## src/rtl/neuron_layer_mac.sv

```systemverilog
// Fully-connected layer engine: one neuron at a time, LANES signed MACs per cycle.
// Each neuron's result is rounded, optionally ReLU'd, saturated, and then handed off over a valid/ready port.
module neuron_layer_mac #(
  parameter int NUM_INPUTS  = 8,
  parameter int NUM_NEURONS = 4,
  parameter int LANES       = 2,
  parameter int X_W         = 8,
  parameter int W_W         = 8,
  parameter int B_W         = 16,
  parameter int OUT_W       = 16,
  parameter int GUARD_BITS  = 2,
  parameter int SHIFT       = 0
) (
  input  logic                                    clk,
  input  logic                                    rst_n,
  input  logic                                    in_valid,
  output logic                                    in_ready,
  input  logic                                    relu_en,
  input  logic [NUM_INPUTS*X_W-1:0]               x_flat,
  input  logic [NUM_NEURONS*NUM_INPUTS*W_W-1:0]   w_flat,
  input  logic [NUM_NEURONS*B_W-1:0]              bias_flat,
  output logic                                    out_valid,
  input  logic                                    out_ready,
  output logic [OUT_W-1:0]                        out_data,
  output logic [((NUM_NEURONS > 1) ? $clog2(NUM_NEURONS) : 1)-1:0] out_idx,
  output logic                                    out_last,
  output logic                                    busy
);
  localparam int ACC_A  = X_W + W_W + $clog2(NUM_INPUTS) + GUARD_BITS;
  localparam int ACC_W  = (ACC_A > B_W + 1) ? ACC_A : B_W + 1;
  localparam int IDX_W  = (NUM_NEURONS > 1) ? $clog2(NUM_NEURONS) : 1;
  localparam int CH     = NUM_INPUTS / LANES;
  localparam int CNT_W  = (CH > 1) ? $clog2(CH) : 1;
  localparam int EXT_W  = (ACC_W + 1 > OUT_W) ? ACC_W + 1 : OUT_W;
  localparam int RND_SH = (SHIFT > 0) ? SHIFT - 1 : 0;

  typedef enum logic [1:0] {IDLE, MAC, OUT} state_t;
  state_t state, state_next;

  logic [NUM_INPUTS*X_W-1:0]             x_reg;
  logic [NUM_NEURONS*NUM_INPUTS*W_W-1:0] w_reg;
  logic [NUM_NEURONS*B_W-1:0]            b_reg;
  logic                                  relu_reg;
  logic signed [ACC_W-1:0]               acc, acc_next;
  logic [IDX_W-1:0]                      idx, idx_inc;
  logic [CNT_W-1:0]                      cnt;
  logic                                  last_chunk;
  logic signed [X_W+W_W-1:0]             prod [LANES];

  function automatic logic signed [ACC_W-1:0] sext_b(input logic [B_W-1:0] b);
    return {{(ACC_W-B_W){b[B_W-1]}}, b};
  endfunction

  // Round-half-up shift, then ReLU, then clamp into the signed output range.
  function automatic logic [OUT_W-1:0] post(input logic signed [ACC_W-1:0] a, input logic relu);
    logic signed [EXT_W-1:0] v;
    v = EXT_W'(a);
    if (SHIFT > 0) begin
      v = v + (EXT_W'(1) <<< RND_SH);
      v = v >>> SHIFT;
    end
    if (relu && v < 0) v = '0;
    if (v[EXT_W-1:OUT_W-1] != {(EXT_W-OUT_W+1){v[EXT_W-1]}})
      post = v[EXT_W-1] ? {1'b1, {(OUT_W-1){1'b0}}} : {1'b0, {(OUT_W-1){1'b1}}};
    else
      post = v[OUT_W-1:0];
  endfunction

  genvar gi;
  generate
    for (gi = 0; gi < LANES; gi++) begin : g_lane
      logic signed [X_W-1:0] xe;
      logic signed [W_W-1:0] we;
      assign xe = x_reg[(int'(cnt)*LANES + gi)*X_W +: X_W];
      assign we = w_reg[(int'(idx)*NUM_INPUTS + int'(cnt)*LANES + gi)*W_W +: W_W];
      assign prod[gi] = xe * we;
    end
  endgenerate

  always_comb begin
    acc_next = acc;
    for (int i = 0; i < LANES; i++) acc_next = acc_next + ACC_W'(prod[i]);
  end

  assign last_chunk = (cnt == CNT_W'(CH - 1));
  assign idx_inc    = idx + IDX_W'(1);

  always_ff @(posedge clk or negedge rst_n) begin
    if (!rst_n) state <= IDLE;
    else        state <= state_next;
  end

  always_comb begin
    state_next = state;
    case (state)
      IDLE:    if (in_valid) state_next = MAC;
      MAC:     if (last_chunk) state_next = OUT;
      OUT:     if (out_ready) state_next = out_last ? IDLE : MAC;
      default: state_next = IDLE;
    endcase
  end

  always_comb begin
    in_ready = (state == IDLE);
    busy     = (state != IDLE);
  end

  always_ff @(posedge clk or negedge rst_n) begin
    if (!rst_n) begin
      x_reg     <= '0;
      w_reg     <= '0;
      b_reg     <= '0;
      relu_reg  <= 1'b0;
      acc       <= '0;
      idx       <= '0;
      cnt       <= '0;
      out_valid <= 1'b0;
      out_data  <= '0;
      out_idx   <= '0;
      out_last  <= 1'b0;
    end else begin
      case (state)
        IDLE: if (in_valid) begin
          x_reg    <= x_flat;
          w_reg    <= w_flat;
          b_reg    <= bias_flat;
          relu_reg <= relu_en;
          acc      <= sext_b(bias_flat[B_W-1:0]);
          idx      <= '0;
          cnt      <= '0;
        end
        MAC: begin
          acc <= acc_next;
          if (last_chunk) begin
            cnt       <= '0;
            out_data  <= post(acc_next, relu_reg);
            out_idx   <= idx;
            out_last  <= (idx == IDX_W'(NUM_NEURONS - 1));
            out_valid <= 1'b1;
          end else begin
            cnt <= cnt + CNT_W'(1);
          end
        end
        OUT: if (out_ready) begin
          out_valid <= 1'b0;
          if (!out_last) begin
            idx <= idx_inc;
            acc <= sext_b(b_reg[int'(idx_inc)*B_W +: B_W]);
            cnt <= '0;
          end
        end
        default: ;
      endcase
    end
  end
endmodule

```

## config.mk

```make
export PLATFORM = sky130hd
export DESIGN_NAME = neuron_layer_mac
export DESIGN_NICKNAME = d
export VERILOG_FILES = /design/src/rtl/neuron_layer_mac.sv
export SDC_FILE = /design/constraint.sdc
export NUM_CORES = 1
export LEC_CHECK = 0
export CAP_MARGIN = 20
export CORE_AREA = 2 2 244 246
export DETAILED_ROUTE_END_ITERATION = 6
export DIE_AREA = 0 0 246 248
export GPL_ROUTABILITY_DRIVEN = 0
export GPL_TIMING_DRIVEN = 0
export PLACE_DENSITY = 0.71
export SYNTH_ARGS = -nofsm -noshare
export SYNTH_HDL_FRONTEND = slang
export SYNTH_SLANG_ARGS = --single-unit
```

## constraint.sdc

```tcl
create_clock -name clk -period 8.17 [get_ports clk]
set_clock_uncertainty 0.05 [all_clocks]
set_input_delay 2.0425 -clock clk [delete_from_list [all_inputs] [get_ports clk]]
set_output_delay 2.0425 -clock clk [all_outputs]
set_load 0.05 [all_outputs]
```

# --- After elaboration in Yosys (flattened, before gate mapping) ---
# Index checks and enable logic that the tools add are counted.
# W data, S select, Z words.
word_totals:
  reg_bits: 432
  in_bits: 389
  out_inout_bits: 22
  word_cells: 73
classes:
  addsub: 7
  multipliers: 2
  order_cmp: 1
  eq_ne: 9
  shift: 5
  muxes: 25
  n_reduce_logical: 12
ops:
  columns: ["cell", "count"]
  rows:
  - ["$shiftx A256 B10 Y8", 1]
  - ["$shiftx A256 B11 Y8", 1]
  - ["$mux W22", 3]
  - ["$shiftx A64 B7 Y16", 1]
  - ["$shiftx A64 B7 Y8", 1]
  - ["$shiftx A64 B8 Y8", 1]
  - ["$mux W21", 3]
  - ["$pmux W21 S3", 1]
  - ["$add A21 B16 Y21", 2]
  - ["$mul A8 B8 Y16", 2]
  - ["$mux W16", 2]
  - ["$lt A21 B1 Y1 const B", 1]
  - ["$mux W2", 9]
  - ["$pmux W2 S3", 2]
  - ["$ne A2 B2 Y1 const B", 4]
  - ["$reduce_and A4 Y1", 2]
  - ["$add A6 B1 Y7 const B", 1]
  - ["$add A5 B3 Y6", 1]
  - ["$eq A2 B2 Y1 const B", 3]
  - ["$ne A6 B6 Y1", 1]
  - ["$reduce_and A3 Y1", 2]
  - ["$reduce_bool A2 Y1", 3]
  - ["$add A2 B1 Y2 const B", 2]
  - ["$add A3 B1 Y4 const B", 1]
  - ["8 further kinds", 11]

# --- Depth between registers and ports, before layout ---
# Gate-level depths: netlist of the first run.
depth:
  word_depth: 12
  ltp_mapped: 30
  mapped_depth_nobuf: 26

# --- Worst setup path before layout of the first run ---
# No wires, ideal clock.
synth_timing:
  path_kind: "reg-to-reg"
  start: "register cnt[0]"
  end: "register out_data[4]"
  setup_time_ns: 0.132
  arrival_ns: 7.653
  t_required_ns: 7.988
  slack_ns: 0.335
  stages_incl_launch_ff: 26
  path_buffers: 4
  period_less_slack_ns: 7.835
  cell_sequence: "dfrtp_1 buf_6 buf_2 buf_2 mux4_2 mux4_2 and2_1 fa_1 fa_1 fa_1 fa_1 fa_1 inv_1 fa_1 inv_1 ha_1 a21oi_1 nor2_1 or2_2 a21o_1 a21o_1 a311oi_1 nor2b_1 a31oi_4 buf_4 o22ai_1"
synth_between:
  elab_chain_cells: 12
  elab_cells_between_ends: 21
  classes_between: "add/sub: 5; mul: 2; order compare: 1; eq/ne: 2; shift: 4; mux: 5; reduce/logical: 2"
synth_rtl:
  columns: ["element", "line", "text"]
  rows:
  - ["start, declared", "46", "logic [CNT_W-1:0] cnt;"]
  - ["start signal, assigned", "141", "cnt <= cnt + CNT_W'(1);"]
  - ["$add A5 B3 Y6", "75", "assign we = w_reg[(int'(idx)*NUM_INPUTS + int'(cnt)*LANES + gi)*W_W +: W_W];"]
  - ["$shiftx A256 B10 Y8 or $add A6 B1 Y7 (tied branches)", "75", null]
  - ["$mul A8 B8 Y16 or $shiftx A256 B11 Y8 (tied branches)", "76, 75", null]
  - ["$add A21 B16 Y21 or $mul A8 B8 Y16 (tied branches)", "82, 76", null]
  - ["$add A21 B16 Y21", "82", "for (int i = 0; i < LANES; i++) acc_next = acc_next + ACC_W'(prod[i]);"]
  - ["$lt A21 B1 Y1", "62", "if (relu && v < 0) v = '0;"]
  - ["$logic_and A1 B1 Y1", "62", null]
  - ["$mux W22", "62", null]
  - ["$mux W22", "134", "if (last_chunk) begin"]
  - ["$mux W22", "122", "case (state)"]
  - ["$ne A6 B6 Y1 or $mux W16 (tied branches)", "63, 64", null]
  - ["$mux W16", "63", "if (v[EXT_W-1:OUT_W-1] != {(EXT_W-OUT_W+1){v[EXT_W-1]}})"]
  - ["end signal, assigned", "136", "out_data <= post(acc_next, relu_reg);"]
  - ["end, declared", "24", "output logic [OUT_W-1:0] out_data,"]
# Parallel ways exist; a longest one is shown, timed or not. The select of a mux whose other input is x is not followed.
# A chain may end at the register's enable or synchronous reset.

# --- Final worst setup path of the first run ---
layout_timing:
  start: "register cnt[1]"
  end: "register out_data[5]"
# Same word-level chain as after synthesis.

==> flow_metrics.env, run 1 <==
export IMPL_hpwl_um=62700
export IMPL_r2r_start="cnt[1]"
export IMPL_r2r_slack_ns=0.17
export IMPL_clk_latency_ns=0.57
export IMPL_synth_top_cells_by_area="dfrtp_1 41%, mux2_2 17%, fa_1 14%, mux4_2 9.5%, ha_1 4.5%"
export IMPL_crit_required_ns=8.57
export IMPL_rr_endpoint="out_data[5]"
export IMPL_yosysTopAreaCell="dfrtp_1"
export IMPL_first_pass_iters=5
export IMPL_track_usage=0.259
export IMPL_antenna_found_initial=24
export IMPL_cpMostUsedCell="fa_1"
export IMPL_timing_final_ws_setup_ns=0.173
export IMPL_clk_pin_slew_ns=0.06
export IMPL_worst_pin_slew_ns=1.03
export IMPL_htreeDepth=2
export IMPL_first_iter_violations=1084
export IMPL_viasPerCell=5.41
export IMPL_first_global_vias=19500
export IMPL_syn_inst=1965
export IMPL_die_area_um2=61000
export IMPL_filler_cell_count=4718
export IMPL_syn_avg_cell_area_um2=13.3
export IMPL_cp_depth=27
export IMPL_root_buffer="clkbuf_16"
export IMPL_fmax_mhz=125
export IMPL_synth_top_area_frac=0.414
export IMPL_drtAntennaViolNets=0
export IMPL_gr_total_overflow=0
export IMPL_grt_max_degree=114
export IMPL_die_width_um=246
export IMPL_routedWlPerCell_um=24.0
export IMPL_outcome="completed"
export IMPL_finalMaxSlewViolations=0
export IMPL_worstSetupEndpoint="out_data[5]"
export IMPL_cts_tree="yes"
export IMPL_synth_cell_types=54
export IMPL_largest_reg_flops=256
export IMPL_async_flop_share=1.00
export IMPL_layout_drive_gt1_share=0.281
export IMPL_maxCapViolCount=0
export IMPL_crit_path_top_delay_cell="mux4_2"
export IMPL_period_minus_slack_ns=8.00
export IMPL_hp_class="reg -> reg"
export IMPL_syn_area_um2=26100
export IMPL_criticalPathCategory="reg -> reg"
export IMPL_io_buffers=410
export IMPL_hold_start="out_idx[1]"
export IMPL_drc=0
export IMPL_postCtsHoldBufs=0
export IMPL_end_kind="register"
export IMPL_numCtsBuffers=46
export IMPL_pre_cts_slack_ns=-1.86
export IMPL_num_io_pins=411
export IMPL_crit_arrival_ns=8.40
export IMPL_seq_area_frac_synth=0.414
export IMPL_synth_edf_count=0
export IMPL_cp_top_family="adder cells"
export IMPL_final_net_count=3141
export IMPL_fin_util=0.577
export IMPL_die_h_um=248
export IMPL_setup_viol=0
export IMPL_finish_instance_area_um2=33700
export IMPL_holdWs_ns=0.429
export IMPL_synthFlopType="dfrtp_1"
export IMPL_finalCritPeriodShare=0.979
export IMPL_path_buf_inv=8
export IMPL_maxSlewHeadroom=0.312
export IMPL_row_count=89
export IMPL_vias=17800
export IMPL_coreArea_um2=58500
export IMPL_cp_startpoint="cnt[1]"
export IMPL_synth_seq_cells=432
export IMPL_hold_viol=0
export IMPL_drt_total_wl_um=78900
export IMPL_ys_warn_count=0
export IMPL_critPathMaxFanout=10
export IMPL_syn2layout_area_growth_pct=29.1
export IMPL_synth_nets=2625
export IMPL_reg2reg_depth=27
export IMPL_cts_sink_count=432
export IMPL_clockBufferDepth=3
export IMPL_crit_path_max_incr_delay_ns=0.63
export IMPL_placement_cell_area_um2=31400
export IMPL_cp_start_kind="register"
export IMPL_start_util=0.447
export IMPL_grt_pass1_wl_um=117000
cell usage in the layout (no fill, tap or decap), types with 5 or more instances in the layout:
cell type        instances
a21o_1                   9
a21oi_1                 21
a22oi_1                 13
and2_1                  65
and2_4                   5
buf_1                    6
buf_12                   8
buf_16                   7
buf_4                   44
buf_6                    6
buf_8                    7
clkbuf_1                65
clkbuf_16               49
clkbuf_8                10
clkdlybuf4s50_1        409
clkinv_2                 7
dfrtp_1                432
diode_2                  7
fa_1                   173
ha_1                    89
inv_1                  252
mux2_2                 388
mux4_2                 110
nand2_1                 98
nand2b_1                 5
nor2_1                  44
nor3_1                   6
o21ai_0                 55
o22ai_1                  6
o22ai_2                 10
xnor2_1                 18
xor2_1                   5
kinds of logic after synthesis:
kind of cell | synth area share
and+or+nand+nor | 0.0447
adders and majority gates | 0.181
muxes | 0.263
buffers and inverters | 0.0500
xor gates and xnor gates | 0.00910
DFF | 0.414
AOI/OAI and AO/OA | 0.0384
repair_timing:
action                                  in CTS  in global routing
endpoints found under the setup margin      31                 18
gates resized for setup                     66                 57
gates cloned                                 0                  3
pin swaps                                    6                 18
buffers inserted                            12                 35
tightest hold or removal path: cells and delay by family (launching register included):
family,cells,cell delay (ns)
flops,1,0.34
simple gates,2,0.11
final cells by class:
| class | instances | area [um2] | area share |
|---|---|---|---|
| clock inverter | 12 | 121 | 0.00360 |
| clock buffer | 67 | 1340 | 0.0398 |
| multi-input combinational | 1193 | 14200 | 0.421 |
| tap | 773 | 967 | 0.0287 |
| timing repair inverter | 1 | 5.00 | 0.000148 |
| antenna | 7 | 17.5 | 0.000519 |
| timing repair buffer | 467 | 4750 | 0.141 |
| inverter | 255 | 961 | 0.0285 |
| buffer | 85 | 536 | 0.0159 |
| sequential | 432 | 10800 | 0.321 |
cells in the mapped netlist, types with 2 or more instances:
cell type  number
o21ba_2         2
o21ai_1         2
mux2_2        388
nand3_1         2
dfrtp_1       432
and2_1         71
o21a_1          4
o31ai_1         3
inv_1         255
o21ai_0        56
o21bai_1        2
mux4_2        110
o22ai_1         6
clkbuf_1       60
or2_2           4
mux2i_1         3
nor3_1          7
buf_1          14
nand2b_1        5
ha_1           94
xnor2_1        19
a21o_1          9
nor2_1         44
o22ai_2        10
a21oi_1        23
o211ai_1        4
nand2_1       102
fa_1          177
buf_6           2
buf_2           8
nor2b_1         4
xor2_1          5
and3_1          2
a211oi_1        4
a22oi_1        13
worst min-delay path by stage:
stage / to / slack [ns] / cells past startpoint
floorplan: out_data[15] / 0.40 / 1
detailed placement: out_idx[1] / 0.42 / 2
global placement: out_idx[1] / 0.41 / 2
CTS: out_idx[1] / 0.43 / 2
global route: b_reg[55] / 0.46 / 1
finish: out_idx[1] / 0.43 / 2
metrics by stage:
step	TNS, ns	cells
floorplan	0	1965
global placement	-5815.41	3148
detailed placement	-41.41	3156
CTS	0	3247
global route	-0.0494	3287
finish	0	3292
layer usage:
layer	GRT usage	wire, um	vias up
met5	0	217	-
met4	0.0733	2610	36
met3	0.0664	5530	159
met2	0.466	41700	527
met1	0.306	28800	9341
li1	-	-	7746
Power of run 1 is not shown: default switching activity piles up to over one toggle a cycle in this logic, so the estimate is an artifact.
==> run 2: changes to the inputs <==
- CTS_BUF_LIST: unset -> sky130_fd_sc_hd__clkbuf_16
- GPL_TIMING_DRIVEN: 0 -> unset
==> run 2 against run 1 <==
Net effect: via count fell by 4.4%; flip-flop and latch count did not move; final cell count fell by 3.0%; count of clock-buffer cells in the layout fell by 18; die area did not move; global-route usage fell by 2.6 points; largest cell class unchanged.
==> flow_metrics.env, run 2 (synthesis results as in run 1) <==
export IMPL_outcome="completed"
export IMPL_holdWs_ns=0.437
export IMPL_clk_latency_ns=0.58
export IMPL_drtAntennaViolNets=0
export IMPL_period_minus_slack_ns=7.83
export IMPL_first_pass_iters=5
export IMPL_finalMaxSlewViolations=0
export IMPL_coreArea_um2=58500
export IMPL_gr_total_overflow=0
export IMPL_fmax_mhz=128
export IMPL_vias=17000
export IMPL_worst_pin_slew_ns=1.18
export IMPL_grt_pass1_wl_um=108000
export IMPL_hold_viol=0
export IMPL_numCtsBuffers=46
export IMPL_finalCritPeriodShare=0.959
export IMPL_clk_pin_slew_ns=0.06
export IMPL_cts_tree="yes"
export IMPL_cp_start_kind="register"
export IMPL_end_kind="register"
export IMPL_die_h_um=248
export IMPL_htreeDepth=2
export IMPL_root_buffer="clkbuf_16"
export IMPL_fin_util=0.561
export IMPL_crit_required_ns=8.62
export IMPL_crit_arrival_ns=8.28
export IMPL_largest_reg_flops=256
export IMPL_maxCapViolCount=0
export IMPL_track_usage=0.233
export IMPL_die_area_um2=61000
export IMPL_critPathMaxFanout=23
export IMPL_row_count=89
export IMPL_setup_viol=0
export IMPL_drt_total_wl_um=70000
export IMPL_num_io_pins=411
export IMPL_antenna_found_initial=14
export IMPL_postCtsHoldBufs=0
export IMPL_final_net_count=3041
export IMPL_first_global_vias=18300
export IMPL_criticalPathCategory="reg -> reg"
export IMPL_die_width_um=246
export IMPL_start_util=0.447
export IMPL_layout_commonest_cell="dfrtp_1"
export IMPL_drc=0
export IMPL_io_buffers=410
export IMPL_final_cell_mix="429 x dfrtp_1, 409 x clkdlybuf4s50_1, 388 x mux2_2, 268 x inv_1, 175 x fa_1"
export IMPL_hpwl_um=55700
export IMPL_clockBufferDepth=3
export IMPL_filler_cell_count=4765
export IMPL_finish_instance_area_um2=32800
export IMPL_hp_class="reg -> reg"
export IMPL_syn2layout_area_growth_pct=25.6
export IMPL_grt_max_degree=192
export IMPL_viasPerCell=5.33
export IMPL_layout_drive_gt1_share=0.263
export IMPL_first_iter_violations=962
export IMPL_post_cts_buffers=0
export IMPL_cts_sink_count=432
export IMPL_maxSlewHeadroom=0.215
export IMPL_cts_resized=0
export IMPL_placement_cell_area_um2=31300
export IMPL_routedWlPerCell_um=21.9
==> run 2: changes by cell type in the layout (fill, tap and decap cells not counted), moves of 6 or more <==
cell and delta:
and2_1 +6, buf_1 -6, buf_4 -12, buf_8 -6
clkbuf_1 -65, clkbuf_8 -10, clkinv_1 +9, inv_1 +16
==> run 2: final cells by class <==
class | count | area (um2) | area share
clock inverters | 35 | 209 | 0.00637
inverters | 255 | 957 | 0.0292
multi-input cells | 1193 | 14000 | 0.428
diodes | 4 | 10.0 | 0.000305
flip-flops and latches | 432 | 10800 | 0.330
repair buffers | 453 | 4580 | 0.139
clock buffers | 49 | 1230 | 0.0374
well taps | 773 | 967 | 0.0295
==> run 2: worst paths after layout <==
kind                       startpoint          end  slack (ns)  cells past startpoint
max                            cnt[0]  out_data[0]        0.34                     26
min                        out_idx[1]   out_idx[1]        0.44                      2
min reg2reg                out_idx[1]   out_idx[1]        0.44                      2
min in group asynchronous       rst_n   w_reg[180]        1.47                      1
max reg2reg                    cnt[0]  out_data[0]        0.34                     26
max in group asynchronous       rst_n    x_reg[52]        5.02                      2
==> run 2: metrics by stage <==
stage,setup slack (ns),TNS [ns],std cells
2_1_floorplan,0.335,0,1965
3_3_place_gp,0.314,0,3104
3_5_place_dp,0.102,0,3105
4_1_cts,0.0775,0,3189
5_1_grt,-0.00120,-0.00120,3193
6_report,0.338,0,3194
==> run 2: worst max-delay path: stages (launching register included) <==
cell and delay (ns):
dfrtp_4 0.42, buf_12 0.22, buf_12 0.20, mux4_2 0.51, mux4_2 0.62, and2_1 0.23
inv_1 0.08, fa_2 0.51, fa_2 0.65, inv_1 0.06, fa_1 0.46, fa_1 0.50
fa_1 0.49, inv_1 0.06, fa_1 0.47, inv_1 0.04, ha_1 0.29, a21oi_1 0.15
nor2_1 0.07, or2_2 0.29, a21o_1 0.20, a2111oi_1 0.46, a311oi_2 0.12, nand4bb_1 0.15
o21ai_2 0.09, buf_12 0.17, o22ai_1 0.17
==> run 2: metal layers <==
layer / vias up / GRT usage / wire length (um)
li1: 7561 / - / -
met1: 8870 / 0.289 / 27400
met2: 461 / 0.414 / 37000
met3: 112 / 0.0531 / 4020
met4: 20 / 0.0547 / 1470
met5: - / 0 / 138
Power of run 2 is left out for the same reason.
==> run 3: changes to the inputs <==
- CAP_MARGIN: 20 -> unset
==> run 3 against run 2 <==
Net effect: flip-flop and latch count unchanged; fmax shrank 0.13%; global-route usage up 0.14 points; final area about the same; sequential share of layout area hardly changed; critical endpoint unchanged.
==> flow_metrics.env, run 3 (synthesis results as in run 1) <==
export IMPL_outcome="completed"
export IMPL_crit_arrival_ns=8.24
export IMPL_htreeDepth=2
export IMPL_grt_pass1_wl_um=108000
export IMPL_rsz0062_at_grt="false"
export IMPL_hpwl_um=55700
export IMPL_grt_max_degree=192
export IMPL_fmax_mhz=128
export IMPL_crit_required_ns=8.57
export IMPL_numCtsBuffers=46
export IMPL_die_area_um2=61000
export IMPL_maxCapViolCount=0
export IMPL_finalMaxSlewViolations=0
export IMPL_placement_cell_area_um2=31300
export IMPL_layout_commonest_cell="dfrtp_1"
export IMPL_criticalPathCategory="reg -> reg"
export IMPL_setup_viol=0
export IMPL_largest_reg_flops=256
export IMPL_worst_pin_slew_ns=1.23
export IMPL_antenna_found_initial=16
export IMPL_final_setup_tns_ns=0
export IMPL_maxSlewHeadroom=0.176
export IMPL_cts_tree="yes"
export IMPL_start_util=0.447
export IMPL_root_buffer="clkbuf_16"
export IMPL_critPathMaxFanout=23
export IMPL_row_count=89
export IMPL_drt_total_wl_um=70000
export IMPL_layout_drive_gt1_share=0.264
export IMPL_first_iter_violations=979
export IMPL_track_usage=0.235
export IMPL_clk_latency_ns=0.57
export IMPL_num_io_pins=411
export IMPL_pre_cts_slack_ns=0.0643
export IMPL_syn2layout_area_growth_pct=25.6
export IMPL_period_minus_slack_ns=7.84
export IMPL_finish_instance_area_um2=32800
export IMPL_die_width_um=246
export IMPL_drc=0
export IMPL_hp_class="reg -> reg"
export IMPL_cts_sink_count=432
export IMPL_hold_viol=0
export IMPL_first_pass_iters=7
export IMPL_filler_cell_count=4683
export IMPL_first_global_vias=18400
export IMPL_final_net_count=3040
export IMPL_holdWs_ns=0.434
export IMPL_routedWlPerCell_um=21.9
export IMPL_clk_pin_slew_ns=0.06
export IMPL_cp_start_kind="register"
export IMPL_drtAntennaViolNets=0
export IMPL_final_cell_mix="429 x dfrtp_1, 409 x clkdlybuf4s50_1, 388 x mux2_2, 263 x inv_1, 174 x fa_1"
export IMPL_viasPerCell=5.33
export IMPL_timing_final_ws_setup_ns=0.327
export IMPL_die_h_um=248
export IMPL_end_kind="register"
export IMPL_finalCritPeriodShare=0.960
export IMPL_gr_total_overflow=0
export IMPL_clockBufferDepth=3
export IMPL_vias=17000
export IMPL_io_buffers=410
export IMPL_coreArea_um2=58500
-- run 3: cell type report --
class	instances	area (um2)	area share
multi-input combinational	1193	14100	0.428
sequential	432	10800	0.330
timing repair buffer	452	4530	0.138
clock buffer	49	1230	0.0374
tap	773	967	0.0295
inverter	255	957	0.0292
clock inverter	36	240	0.00732
antenna	7	17.5	0.000534
-- run 3: metrics by stage --
stage / std cells / utilization
after floorplan: 1965 / -
after global placement: 3104 / 0.535
after detailed placement: 3104 / 0.535
after CTS: 3189 / 0.560
after global routing: 3193 / 0.561
final: 3197 / 0.561
-- run 3: path summary, 6_finish.rpt --
kind,slack [ns],to,startpoint,cells after the start
worst max-delay path,0.33,out_data[0],cnt[0],26
worst min-delay path,0.43,out_idx[0],out_idx[0],2
worst max register to register,0.33,out_data[0],cnt[0],26
worst min register to register,0.43,out_idx[0],out_idx[0],2
max in group asynchronous,5.03,x_reg[14],rst_n,2
min in group asynchronous,1.48,w_reg[68],rst_n,1
-- run 3: worst max-delay path: stages (launching register included) --
cell and delay [ns]:
dfrtp_4 0.42, buf_12 0.23, buf_4 0.21, mux4_2 0.54, mux4_2 0.61, and2_1 0.23
fa_1 0.54, inv_1 0.05, fa_1 0.46, fa_1 0.51, inv_1 0.05, fa_1 0.49
fa_1 0.49, inv_1 0.05, fa_1 0.48, inv_1 0.04, ha_1 0.36, o21a_1 0.14
o21ai_0 0.07, a221o_1 0.32, a21oi_4 0.22, a211oi_1 0.10, a311o_1 0.40, nand4bb_1 0.23
o21ai_2 0.11, buf_12 0.18, o22ai_1 0.10
-- run 3: routing by layer --
layer  part of all wire  GRT usage  vias to the layer above
met5             0.0023          0                        -
met4              0.020     0.0615                       24
met3              0.061     0.0568                      114
met2               0.53      0.411                      452
met1               0.39      0.291                     8901
li1                   -          -                     7558
-- run 3: repair_timing --
action / in CTS / in global routing
endpoints found under the setup margin: 0 / 17
setup buffers: 0 / 1
gates resized for setup: 0 / 13
hold buffers: 0 / 0
Power of run 3 is left out for the same reason.
